File: config.mk
export PLATFORM = sky130hd
export DESIGN_NAME = codec_intf_param_flat
export DESIGN_NICKNAME = d
export VERILOG_FILES = /design/src/rtl/codec_intf_param_if.sv /design/src/rtl/codec_intf_param.sv /design/src/flat_wrapper.sv
export SDC_FILE = /design/constraint.sdc
export NUM_CORES = 1
export LEC_CHECK = 0
export BUFFER_PORTS_ARGS = -buffer_cell sky130_fd_sc_hd__clkbuf_2
export CAP_MARGIN = 40
export CORE_UTILIZATION = 37
export DETAILED_ROUTE_END_ITERATION = 8
export GPL_TIMING_DRIVEN = 0
export MAX_ROUTING_LAYER = met4
export PLACE_DENSITY = 0.61
export SYNTH_ARGS = -nofsm -noshare
export SYNTH_HDL_FRONTEND = slang
export SYNTH_SLANG_ARGS = --single-unit
File: constraint.sdc
create_clock -name clk -period 5.7 [get_ports clk]
set_input_delay 1.14 -clock clk [delete_from_list [all_inputs] [get_ports clk]]
set_output_delay 1.14 -clock clk [all_outputs]
set_load 0.005 [all_outputs]
File: src/rtl/codec_intf_param_if.sv
// Host and codec-pin bundle for codec_intf_param; slave is the codec engine, master its
// environment.
interface codec_intf_param_if #(
   parameter int unsigned DW = 16
) ();
   logic          fmt;
   logic          mute;
   logic          tx_wr;
   logic [DW-1:0] lft_out;
   logic [DW-1:0] rht_out;
   logic          clr_err;
   logic          SDout;
   logic          tx_ready;
   logic          tx_underrun;
   logic          rx_valid;
   logic [DW-1:0] lft_in;
   logic [DW-1:0] rht_in;
   logic          MCLK;
   logic          SCLK;
   logic          LRCLK;
   logic          codec_rstn;
   logic          SDin;

   modport master (
      output fmt, mute, tx_wr, lft_out, rht_out, clr_err, SDout,
      input  tx_ready, tx_underrun, rx_valid, lft_in, rht_in,
      input  MCLK, SCLK, LRCLK, codec_rstn, SDin
   );

   modport slave (
      input  fmt, mute, tx_wr, lft_out, rht_out, clr_err, SDout,
      output tx_ready, tx_underrun, rx_valid, lft_in, rht_in,
      output MCLK, SCLK, LRCLK, codec_rstn, SDin
   );
endinterface

File: src/rtl/codec_intf_param.sv
// Serial audio codec interface: frame counter derived clocks, left-justified or I2S framing,
// double-buffered stereo TX and frame-coherent stereo RX.
module codec_intf_param #(
   parameter int unsigned DW         = 16,
   parameter int unsigned SLOT_BITS  = 32,
   parameter int unsigned SCLK_HALF  = 8,
   parameter int unsigned RST_FRAMES = 1
) (
   input logic               clk,
   input logic               rst_n,
   codec_intf_param_if.slave bus
);
   localparam int unsigned F   = 4 * SLOT_BITS * SCLK_HALF;
   localparam int unsigned CW  = $clog2(F);
   localparam int unsigned SHW = $clog2(SCLK_HALF);
   localparam int unsigned KW  = $clog2(SLOT_BITS);
   localparam int unsigned RW  = $clog2(RST_FRAMES + 1);

   logic [CW-1:0] cnt_q, cnt_d;
   logic [KW-1:0] slot_cur, slot_nxt;
   logic          frame_end, sclk_rise, sclk_fall_nxt, underrun_set;
   logic          fmt_q, fmt_d;
   logic [DW-1:0] hold_l_q, hold_l_d, hold_r_q, hold_r_d;
   logic [DW-1:0] tx_l_q, tx_l_d, tx_r_q, tx_r_d;
   logic [DW-1:0] rx_l_q, rx_l_d, rx_r_q, rx_r_d;
   logic [DW-1:0] lft_in_q, lft_in_d, rht_in_q, rht_in_d;
   logic          tx_ready_q, tx_ready_d;
   logic          tx_underrun_q, tx_underrun_d;
   logic          rx_valid_q, rx_valid_d;
   logic          sdin_q, sdin_d;
   logic          codec_rstn_q, codec_rstn_d;
   logic [RW-1:0] rst_cnt_q, rst_cnt_d;

   function automatic logic in_payload(input int unsigned k, input int unsigned d);
      return (k >= d) && (k < d + DW);
   endfunction

   function automatic logic payload_bit(input logic [DW-1:0] smp, input int unsigned k,
                                        input int unsigned d);
      logic [DW-1:0] sh;
      sh = smp << (k - d);
      return in_payload(k, d) && sh[DW-1];
   endfunction

   // F is a power of two, so the counter wraps on its own.
   assign cnt_d         = cnt_q + CW'(1);
   assign slot_cur      = cnt_q[CW-2:SHW+1];
   assign slot_nxt      = cnt_d[CW-2:SHW+1];
   assign frame_end     = &cnt_q;
   assign sclk_rise     = (cnt_q[SHW:0] == (SHW+1)'(SCLK_HALF - 1));
   assign sclk_fall_nxt = (cnt_d[SHW:0] == '0);

   always_comb begin
      fmt_d        = fmt_q;
      hold_l_d     = hold_l_q;
      hold_r_d     = hold_r_q;
      tx_l_d       = tx_l_q;
      tx_r_d       = tx_r_q;
      tx_ready_d   = tx_ready_q;
      underrun_set = 1'b0;
      rx_l_d       = rx_l_q;
      rx_r_d       = rx_r_q;
      lft_in_d     = lft_in_q;
      rht_in_d     = rht_in_q;
      rx_valid_d   = 1'b0;
      codec_rstn_d = codec_rstn_q;
      rst_cnt_d    = rst_cnt_q;
      sdin_d       = sdin_q;

      if (bus.tx_wr) begin
         hold_l_d   = bus.lft_out;
         hold_r_d   = bus.rht_out;
         tx_ready_d = 1'b0;
      end

      // Frame boundary: old holding content moves out, a same-cycle write stays held.
      if (frame_end) begin
         fmt_d = bus.fmt;
         if (tx_ready_q) begin
            underrun_set = 1'b1;
            if (bus.mute) begin
               tx_l_d = '0;
               tx_r_d = '0;
            end
         end else begin
            tx_l_d = bus.mute ? '0 : hold_l_q;
            tx_r_d = bus.mute ? '0 : hold_r_q;
            if (!bus.tx_wr) begin
               tx_ready_d = 1'b1;
            end
         end

         if (codec_rstn_q) begin
            rx_valid_d = 1'b1;
            lft_in_d   = rx_l_q;
            rht_in_d   = rx_r_q;
         end else if (rst_cnt_q == RW'(RST_FRAMES - 1)) begin
            codec_rstn_d = 1'b1;
         end else begin
            rst_cnt_d = rst_cnt_q + RW'(1);
         end
      end

      tx_underrun_d = underrun_set | (tx_underrun_q & ~bus.clr_err);

      if (sclk_fall_nxt) begin
         sdin_d = payload_bit(cnt_d[CW-1] ? tx_r_d : tx_l_d, 32'(slot_nxt), 32'(fmt_d));
      end

      if (sclk_rise && in_payload(32'(slot_cur), 32'(fmt_q))) begin
         if (cnt_q[CW-1]) begin
            rx_r_d = {rx_r_q[DW-2:0], bus.SDout};
         end else begin
            rx_l_d = {rx_l_q[DW-2:0], bus.SDout};
         end
      end
   end

   always_ff @(posedge clk or negedge rst_n) begin
      if (!rst_n) begin
         cnt_q         <= '0;
         fmt_q         <= 1'b0;
         hold_l_q      <= '0;
         hold_r_q      <= '0;
         tx_l_q        <= '0;
         tx_r_q        <= '0;
         rx_l_q        <= '0;
         rx_r_q        <= '0;
         lft_in_q      <= '0;
         rht_in_q      <= '0;
         tx_ready_q    <= 1'b1;
         tx_underrun_q <= 1'b0;
         rx_valid_q    <= 1'b0;
         sdin_q        <= 1'b0;
         codec_rstn_q  <= 1'b0;
         rst_cnt_q     <= '0;
      end else begin
         cnt_q         <= cnt_d;
         fmt_q         <= fmt_d;
         hold_l_q      <= hold_l_d;
         hold_r_q      <= hold_r_d;
         tx_l_q        <= tx_l_d;
         tx_r_q        <= tx_r_d;
         rx_l_q        <= rx_l_d;
         rx_r_q        <= rx_r_d;
         lft_in_q      <= lft_in_d;
         rht_in_q      <= rht_in_d;
         tx_ready_q    <= tx_ready_d;
         tx_underrun_q <= tx_underrun_d;
         rx_valid_q    <= rx_valid_d;
         sdin_q        <= sdin_d;
         codec_rstn_q  <= codec_rstn_d;
         rst_cnt_q     <= rst_cnt_d;
      end
   end

   assign bus.MCLK        = cnt_q[1];
   assign bus.SCLK        = cnt_q[SHW];
   assign bus.LRCLK       = cnt_q[CW-1];
   assign bus.SDin        = sdin_q;
   assign bus.codec_rstn  = codec_rstn_q;
   assign bus.tx_ready    = tx_ready_q;
   assign bus.tx_underrun = tx_underrun_q;
   assign bus.rx_valid    = rx_valid_q;
   assign bus.lft_in      = lft_in_q;
   assign bus.rht_in      = rht_in_q;
endmodule

File: src/flat_wrapper.sv
// flat-port wrapper written by rule: the top's interface ports become plain ports
module codec_intf_param_flat 
#(
   parameter int unsigned DW         = 16,
   parameter int unsigned SLOT_BITS  = 32,
   parameter int unsigned SCLK_HALF  = 8,
   parameter int unsigned RST_FRAMES = 1
)
  (clk, rst_n, bus_fmt, bus_mute, bus_tx_wr, bus_lft_out, bus_rht_out, bus_clr_err, bus_SDout, bus_tx_ready, bus_tx_underrun, bus_rx_valid, bus_lft_in, bus_rht_in, bus_MCLK, bus_SCLK, bus_LRCLK, bus_codec_rstn, bus_SDin);
  codec_intf_param_if #(.DW(DW)) bus_i ();
  input logic clk;
  input logic rst_n;
  input wire logic [$bits(bus_i.fmt)-1:0] bus_fmt;
  input wire logic [$bits(bus_i.mute)-1:0] bus_mute;
  input wire logic [$bits(bus_i.tx_wr)-1:0] bus_tx_wr;
  input wire logic [$bits(bus_i.lft_out)-1:0] bus_lft_out;
  input wire logic [$bits(bus_i.rht_out)-1:0] bus_rht_out;
  input wire logic [$bits(bus_i.clr_err)-1:0] bus_clr_err;
  input wire logic [$bits(bus_i.SDout)-1:0] bus_SDout;
  output wire logic [$bits(bus_i.tx_ready)-1:0] bus_tx_ready;
  output wire logic [$bits(bus_i.tx_underrun)-1:0] bus_tx_underrun;
  output wire logic [$bits(bus_i.rx_valid)-1:0] bus_rx_valid;
  output wire logic [$bits(bus_i.lft_in)-1:0] bus_lft_in;
  output wire logic [$bits(bus_i.rht_in)-1:0] bus_rht_in;
  output wire logic [$bits(bus_i.MCLK)-1:0] bus_MCLK;
  output wire logic [$bits(bus_i.SCLK)-1:0] bus_SCLK;
  output wire logic [$bits(bus_i.LRCLK)-1:0] bus_LRCLK;
  output wire logic [$bits(bus_i.codec_rstn)-1:0] bus_codec_rstn;
  output wire logic [$bits(bus_i.SDin)-1:0] bus_SDin;
  assign bus_i.fmt = bus_fmt;
  assign bus_i.mute = bus_mute;
  assign bus_i.tx_wr = bus_tx_wr;
  assign bus_i.lft_out = bus_lft_out;
  assign bus_i.rht_out = bus_rht_out;
  assign bus_i.clr_err = bus_clr_err;
  assign bus_i.SDout = bus_SDout;
  assign bus_tx_ready = bus_i.tx_ready;
  assign bus_tx_underrun = bus_i.tx_underrun;
  assign bus_rx_valid = bus_i.rx_valid;
  assign bus_lft_in = bus_i.lft_in;
  assign bus_rht_in = bus_i.rht_in;
  assign bus_MCLK = bus_i.MCLK;
  assign bus_SCLK = bus_i.SCLK;
  assign bus_LRCLK = bus_i.LRCLK;
  assign bus_codec_rstn = bus_i.codec_rstn;
  assign bus_SDin = bus_i.SDin;
  codec_intf_param #(.DW(DW), .SLOT_BITS(SLOT_BITS), .SCLK_HALF(SCLK_HALF), .RST_FRAMES(RST_FRAMES)) u_core (.clk(clk), .rst_n(rst_n), .bus(bus_i));
endmodule
==> impl_metrics.csv, run 1 <==
group,metric,value,unit
status,run_status,"completed",
floorplan,core_area,16580,um^2
floorplan,start_util,37.81,%
setup_path,cp.required,5.99,ns
place,placed_area,6968,um^2
route,wl_per_cell,15.72,um
global_route,grt_pass1_wl,22.60,mm
global_route,gr-total-overflow,0,
clock_network,clock_tree.root_cell,"clkbuf_16",
floorplan,die_h,132.2,um
floorplan,num_rows,47,
route,drtIter0Drc,177,
setup_path,crit_buf_inv,1,
synthesis,synth-edff-count,0,
global_route,grt-busiest-layer,"met2",
floorplan,fp.dieArea,17470,um^2
finish,diodes,0,
sta,max_freq,0.2530,GHz
synthesis,ys_seq_area_share,57.48,%
sta,tightest_slew,0.7512,ns
finish,layout.area.seq,3605,um^2
route,vias,4283,
setup_path,endpoint_kind,"register",
synthesis,synth_cells,512,
global_route,met1_usage,21.81,%
finish,fin_cells,840,
clock_network,clockBufferDepth,2,
synthesis,yosysWarningCount,0,
clock_network,clk_latency,0.42,ns
route,ant_nets,0,
clock_network,path_clk_slew,0.06,ns
route,wl,13.21,mm
synthesis,netlist_area,6271,um^2
floorplan,ioPinCount,79,
setup_path,arrival,4.24,ns
global_route,grtUsageMet3,4.998,%
finish,nNetsFinal,652,
setup_path,worstSetupPathType,"reg2reg",
place,dp.cells,810,
sta,rsz0062_at_grt,"false",
synthesis,synthFlopType,"dfrtp_1",
clock_network,cts_sinks,144,
power,powerDensity,295.6,nW/um^2
place,place.gp.congestion,0.8735,
finish,multi_input_area,2422,um^2
hold_path,min_path_type,"reg2reg",
power,ir_worst_vdd,0.2185,mV
global_route,track_usage,17.12,%
setup_path,cp_slowest_stage_delay,0.52,ns
synthesis,async_flop_share,100.0,%
setup_path,critPathLaunchType,"register",
synthesis,syn_area_per_cell,12.25,um^2
clock_network,cts_max_level,4,
finish,drive_gt1_share,34.84,%
sta,drv_slew,0,
power,p_leak,3.666,nW
setup_path,cp_max_fo,10,
synthesis,synth_seq_cells,144,
finish,synthToLayoutAreaGrowth,20.45,%
clock_network,cts_resized,0,
global_route,grt_pass1_vias,4514,
sta,skew,0.005284,ns
sta,hold_viol_final,0,
route,via_per_inst,5.099,
setup_path,crit_family,"simple AND/OR/NAND/NOR gates",
route,first_pass_iters,5,
clock_network,cts_hold_buf,0,
synthesis,synth_nets,555,
place,port_buffers,77,
global_route,grt_max_degree,80,
route,drc,0,
setup_path,cp_slowest_cell,"or4_1",
synthesis,yosysUniqueCellTypes,42,
finish,n_fill_cell,1553,
sta,min_period_over_period,69.35,%
run,max_cap_violations,0,
global_route,antenna_found_initial,0,
sta,maxSlewHeadroom,49.92,%
floorplan,die_x,132.2,um
clock_network,cts_tree,"yes",
sta,setup_tns,0,ns
global_route,met2_usage,26.22,%
finish,final_area,7553,um^2
clock_network,cts_buffers,17,
sta,fin_crit,3.953,ns
sta,setup_viol,0,
clock_network,postCtsSetupBuffers,0,
setup_path,path_cells,"ha_1 -> and4_1 -> clkbuf_1 -> nand3_1 -> nand2_1 -> nand2_1 -> ha_1 -> nand3b_1 -> nor2_1 -> nand2_1 -> ha_1 -> nor4b_1 -> and2_1 -> o211ai_2 -> o21ai_1 -> or4_1",
place,hpwlAfterDp,9.381,mm
==> worst register-to-register path: stages, from the launching register on <==
cell and delay, ns:
dfrtp_1 0.41, ha_1 0.27, and4_1 0.21, clkbuf_1 0.32, nand3_1 0.47, nand2_1 0.19
nand2_1 0.10, ha_1 0.22, nand3b_1 0.21, nor2_1 0.08, nand2_1 0.09, ha_1 0.22
nor4b_1 0.16, and2_1 0.20, o211ai_2 0.06, o21ai_1 0.08, or4_1 0.52
==> cell type report <==
class                           count  area share (%)
Clock inverter                     10           1.839
Buffer                             27           1.590
Sequential cell                   144           47.72
Timing Repair Buffer               78           5.582
Multi-Input combinational cell    308           32.07
Clock buffer                       20           5.914
Inverter                           33           1.640
Tap cell                          220           3.644
==> power by group <==
| group | internal, mW | leakage [nW] | switching (mW) | total [mW] |
|---|---|---|---|---|
| Clock | 0.693 | 0.286 | 0.406 | 1.10 |
| Sequential | 1.05 | 1.73 | 0.0144 | 1.06 |
| Combinational | 0.0341 | 1.65 | 0.0381 | 0.0722 |
| Total | 1.77 | 3.67 | 0.458 | 2.23 |
==> placed cells by master (no fill, tap or decap), types with 5 or more instances in the layout <==
cell | Yosys | routed
o21ai_0 | 8 | 8
clkbuf_2 | 0 | 76
nand3b_1 | 5 | 5
clkbuf_1 | 17 | 19
nand2_1 | 56 | 56
mux2_2 | 96 | 96
inv_1 | 33 | 33
mux2i_1 | 12 | 12
o22ai_1 | 6 | 6
nand2b_1 | 6 | 6
o221ai_1 | 26 | 26
clkbuf_16 | 0 | 17
nand3_1 | 36 | 36
dfrtp_1 | 143 | 143
nor2_1 | 13 | 13
xnor2_1 | 5 | 5
==> synth_stat cells, types with 3 or more instances <==
cell | n | share of area (%)
buf_1 | 4 | 0.24
buf_2 | 3 | 0.24
clkbuf_1 | 17 | 1.0
dfrtp_1 | 143 | 57
ha_1 | 4 | 0.80
inv_1 | 33 | 2.0
mux2_2 | 96 | 17
mux2i_1 | 12 | 1.9
nand2_1 | 56 | 3.4
nand2b_1 | 6 | 0.60
nand3_1 | 36 | 2.9
nand3b_1 | 5 | 0.60
nor2_1 | 13 | 0.78
nor3_1 | 3 | 0.24
o211ai_1 | 4 | 0.48
o21ai_0 | 8 | 0.64
o221ai_1 | 26 | 3.6
o22ai_1 | 6 | 0.60
xnor2_1 | 5 | 0.70
xor2_1 | 4 | 0.56
==> cells by family after synthesis <==
logic type      synth area share [%]
fa+ha+maj                     0.7981
simple gates                   10.91
xor+xnor                       1.616
buf+inv                        3.890
flops                          57.48
mux                            19.15
compound gates                 6.145
==> per-layer routing <==
metal	share of wire (%)	vias up
li1	-	2020
met1	46	2140
met2	48	108
met3	4.7	15
met4	1.2	0
met5	0	-
==> path summary, 6_finish.rpt <==
path / startpoint / to / slack, ns / cells past startpoint
max reg2reg: u_core.cnt_q[1] / u_core.bus.SDin / 1.75 / 16
min in group asynchronous: rst_n / u_core.rx_r_q[10] / 0.71 / 1
min reg2reg: u_core.cnt_q[0] / u_core.cnt_q[0] / 0.49 / 1
max in group asynchronous: rst_n / u_core.bus.tx_ready / 4.19 / 2
min: u_core.cnt_q[0] / u_core.cnt_q[0] / 0.49 / 1
max: u_core.cnt_q[1] / u_core.bus.SDin / 1.75 / 16
==> state kept, by name, summed over array words and instances, names as in the netlist, 16 cells and up <==
| signal | count |
|---|---|
| u_core.bus.lft_in | 16 |
| u_core.tx_l_q | 16 |
| u_core.hold_l_q | 16 |
| u_core.rx_r_q | 16 |
| u_core.hold_r_q | 16 |
| u_core.rx_l_q | 16 |
| u_core.tx_r_q | 16 |
| u_core.bus.rht_in | 16 |
==> through the flow <==
step	total power [mW]	hold slack [ns]	util [%]	worst slack (ns)
detailed placement	1.154	0.4799	42.02	1.778
global route	2.328	0.5218	45.55	1.385
global placement	1.149	0.4659	41.80	1.169
floorplan	1.106	0.4408	-	2.422
CTS	2.265	0.4904	45.55	1.741
finish	2.233	0.4882	45.55	1.747
Note: power is estimated with default switching activity, not from simulation.
==> inputs of run 2 (changes only) <==
==> constraint.sdc (replaced) <==
create_clock -name clk -period 4.15 [get_ports clk]
set_input_delay 0.83 -clock clk [delete_from_list [all_inputs] [get_ports clk]]
set_output_delay 0.83 -clock clk [all_outputs]
set_load 0.005 [all_outputs]
==> run 2 against run 1 <==
Against the previous run: power increased by 37%; count of clock-buffer cells in the layout unchanged; non-clock buffer count increased by 1; worst hold slack got worse by 0.086 ns; first-iteration DRC count decreased by 29%; sequential power increased by 38%; clock power increased by 37%; die area unchanged; utilization increased by 0.076 points; global-route usage unchanged; wire length increased by 0.22%; clock skew increased by 0.0016 ns.
==> impl_metrics.csv, run 2 (same netlist as run 1, synthesis figures left out) <==
group,metric,value,unit
clock_network,path_clk_slew,0.06,ns
setup_path,worstSetupPathType,"reg2reg",
finish,synthToLayoutAreaGrowth,20.65,%
global_route,grt_max_degree,80,
sta,tightest_slew,0.7528,ns
setup_path,path_cells,"ha_1 -> and4_1 -> clkbuf_1 -> nand3_2 -> nand2_1 -> nand2_1 -> ha_1 -> nand3b_1 -> nor2_1 -> nand2_1 -> ha_1 -> nor4b_1 -> and2_1 -> o211ai_2 -> o21ai_1 -> or4_1",
route,wl_per_cell,15.74,um
sta,drv_slew,0,
clock_network,clk_latency,0.42,ns
sta,rsz0062_at_grt,"false",
global_route,track_usage,17.12,%
floorplan,ioPinCount,79,
sta,skew,0.006885,ns
sta,min_period_over_period,90.84,%
place,placed_area,6968,um^2
finish,fin_cells,841,
global_route,antenna_found_initial,0,
floorplan,die_h,132.2,um
power,p_seq_share,47.5,%
place,hpwlAfterDp,9.381,mm
route,drtIter0Drc,125,
finish,nNetsFinal,653,
finish,layout_common_cells,"143 x dfrtp_1, 96 x mux2_2, 76 x clkbuf_2, 56 x nand2_1, 35 x nand3_1",
sta,setup_viol,0,
finish,diodes,0,
sta,setup_tns,0,ns
power,powerDensity,405.4,nW/um^2
route,drc,0,
clock_network,cts_sinks,144,
floorplan,core_area,16580,um^2
power,ir_worst_vdd,0.3000,mV
route,first_pass_iters,5,
power,intPower,2.437,mW
setup_path,arrival,4.06,ns
sta,whs,0.4018,ns
floorplan,start_util,37.81,%
place,dp.cells,810,
sta,hold_viol_final,0,
setup_path,endpoint_kind,"register",
global_route,grt_pass1_vias,4514,
clock_network,clock_tree.root_cell,"clkbuf_16",
route,ant_nets,0,
setup_path,cp.required,4.44,ns
global_route,gr-total-overflow,0,
clock_network,cts_max_level,4,
route,via_per_inst,5.080,
clock_network,cts_tree,"yes",
power,power_switching,0.6296,mW
sta,maxSlewHeadroom,49.82,%
route,vias,4272,
clock_network,cts_buffers,17,
status,run_status,"completed",
setup_path,critPathLaunchType,"register",
sta,fin_crit,3.770,ns
sta,max_freq,0.2653,GHz
setup_path,cp_max_fo,10,
run,max_cap_violations,0,
clock_network,clockBufferDepth,2,
power,p_clk_share,49.2,%
clock_network,cts_hold_buf,0,
setup_path,cp_slowest_stage_delay,0.52,ns
power,p_leak,3.671,nW
global_route,grt_pass1_wl,22.60,mm
power,swShare,20.53,%
place,port_buffers,77,
finish,n_fill_cell,1554,
route,wl,13.24,mm
floorplan,fp.dieArea,17470,um^2
finish,final_area,7566,um^2
floorplan,die_x,132.2,um
place,place.gp.congestion,0.8735,
power,total_power,3.067,mW
hold_path,min_path_type,"in2async",
floorplan,num_rows,47,
setup_path,cp_slowest_cell,"or4_1",
finish,mostFrequentLayoutCell,"dfrtp_1",
finish,drive_gt1_share,35.10,%
power,combPwrFrac,3.2,%
run 2: cell count changes in the layout (fill, tap and decap cells not counted):
cell / before / now
nand3_2: 0 / 1
buf_4: 2 / 3
nand3_1: 36 / 35
run 2: area by class of cell:
class,count,area [um^2],share of cell area (%)
Inverter,33,123.9,1.637
Buffer,27,120.1,1.588
Clock inverter,10,138.9,1.836
Timing Repair Buffer,79,429.2,5.672
Multi-Input combinational cell,308,2427,32.08
Clock buffer,20,446.7,5.904
Sequential cell,144,3605,47.64
Tap cell,220,275.3,3.638
run 2: path summary, 6_finish.rpt:
| path | from | end | slack (ns) | cells past startpoint |
|---|---|---|---|---|
| setup / recovery | u_core.cnt_q[1] | u_core.bus.SDin | 0.38 | 16 |
| min in group clk | u_core.cnt_q[0] | u_core.cnt_q[0] | 0.49 | 1 |
| hold / removal | rst_n | u_core.rx_r_q[10] | 0.40 | 1 |
| hold reg to reg | u_core.cnt_q[0] | u_core.cnt_q[0] | 0.49 | 1 |
| setup reg to reg | u_core.cnt_q[1] | u_core.bus.SDin | 0.38 | 16 |
| max in group asynchronous | rst_n | u_core.bus.tx_ready | 2.96 | 2 |
run 2: layer usage:
metal	vias up	GRT usage (%)	share of wire, %
met5	-	-	0
met4	0	5.556	1.3
met3	17	4.998	4.6
met2	94	26.22	48
met1	2139	21.81	47
li1	2022	-	-
run 2: worst max-delay path: cells and delay by family, from the launching register on:
family / cells / cell delay, ns
compound gates: 2 / 0.14
fa+ha+maj: 3 / 0.70
simple gates: 10 / 2.04
buf+inv: 1 / 0.34
flops: 1 / 0.41
run 2: power by group through the flow:
stage | combinational, mW | clock (mW) | sequential [mW]
2_1_floorplan | 0.0443 | 0 | 1.47
3_3_place_gp | 0.0950 | 0 | 1.48
3_5_place_dp | 0.103 | 0 | 1.48
4_1_cts | 0.103 | 1.55 | 1.46
5_1_grt | 0.112 | 1.62 | 1.46
6_report | 0.0990 | 1.51 | 1.46
run 2: through the flow:
stage	setup slack [ns]	utilization [%]
after CTS	0.1911	45.55
final	0.3801	45.62
after floorplan	0.8724	-
after global placement	-0.07090	41.80
after detailed placement	0.2280	42.02
after global routing	0.1102	45.62
run 2: timing repair:
action	in CTS	in global routing
endpoints found under the hold margin	0	0
buffers inserted	0	1
endpoints found under the setup margin	0	1
gates resized for setup	0	1
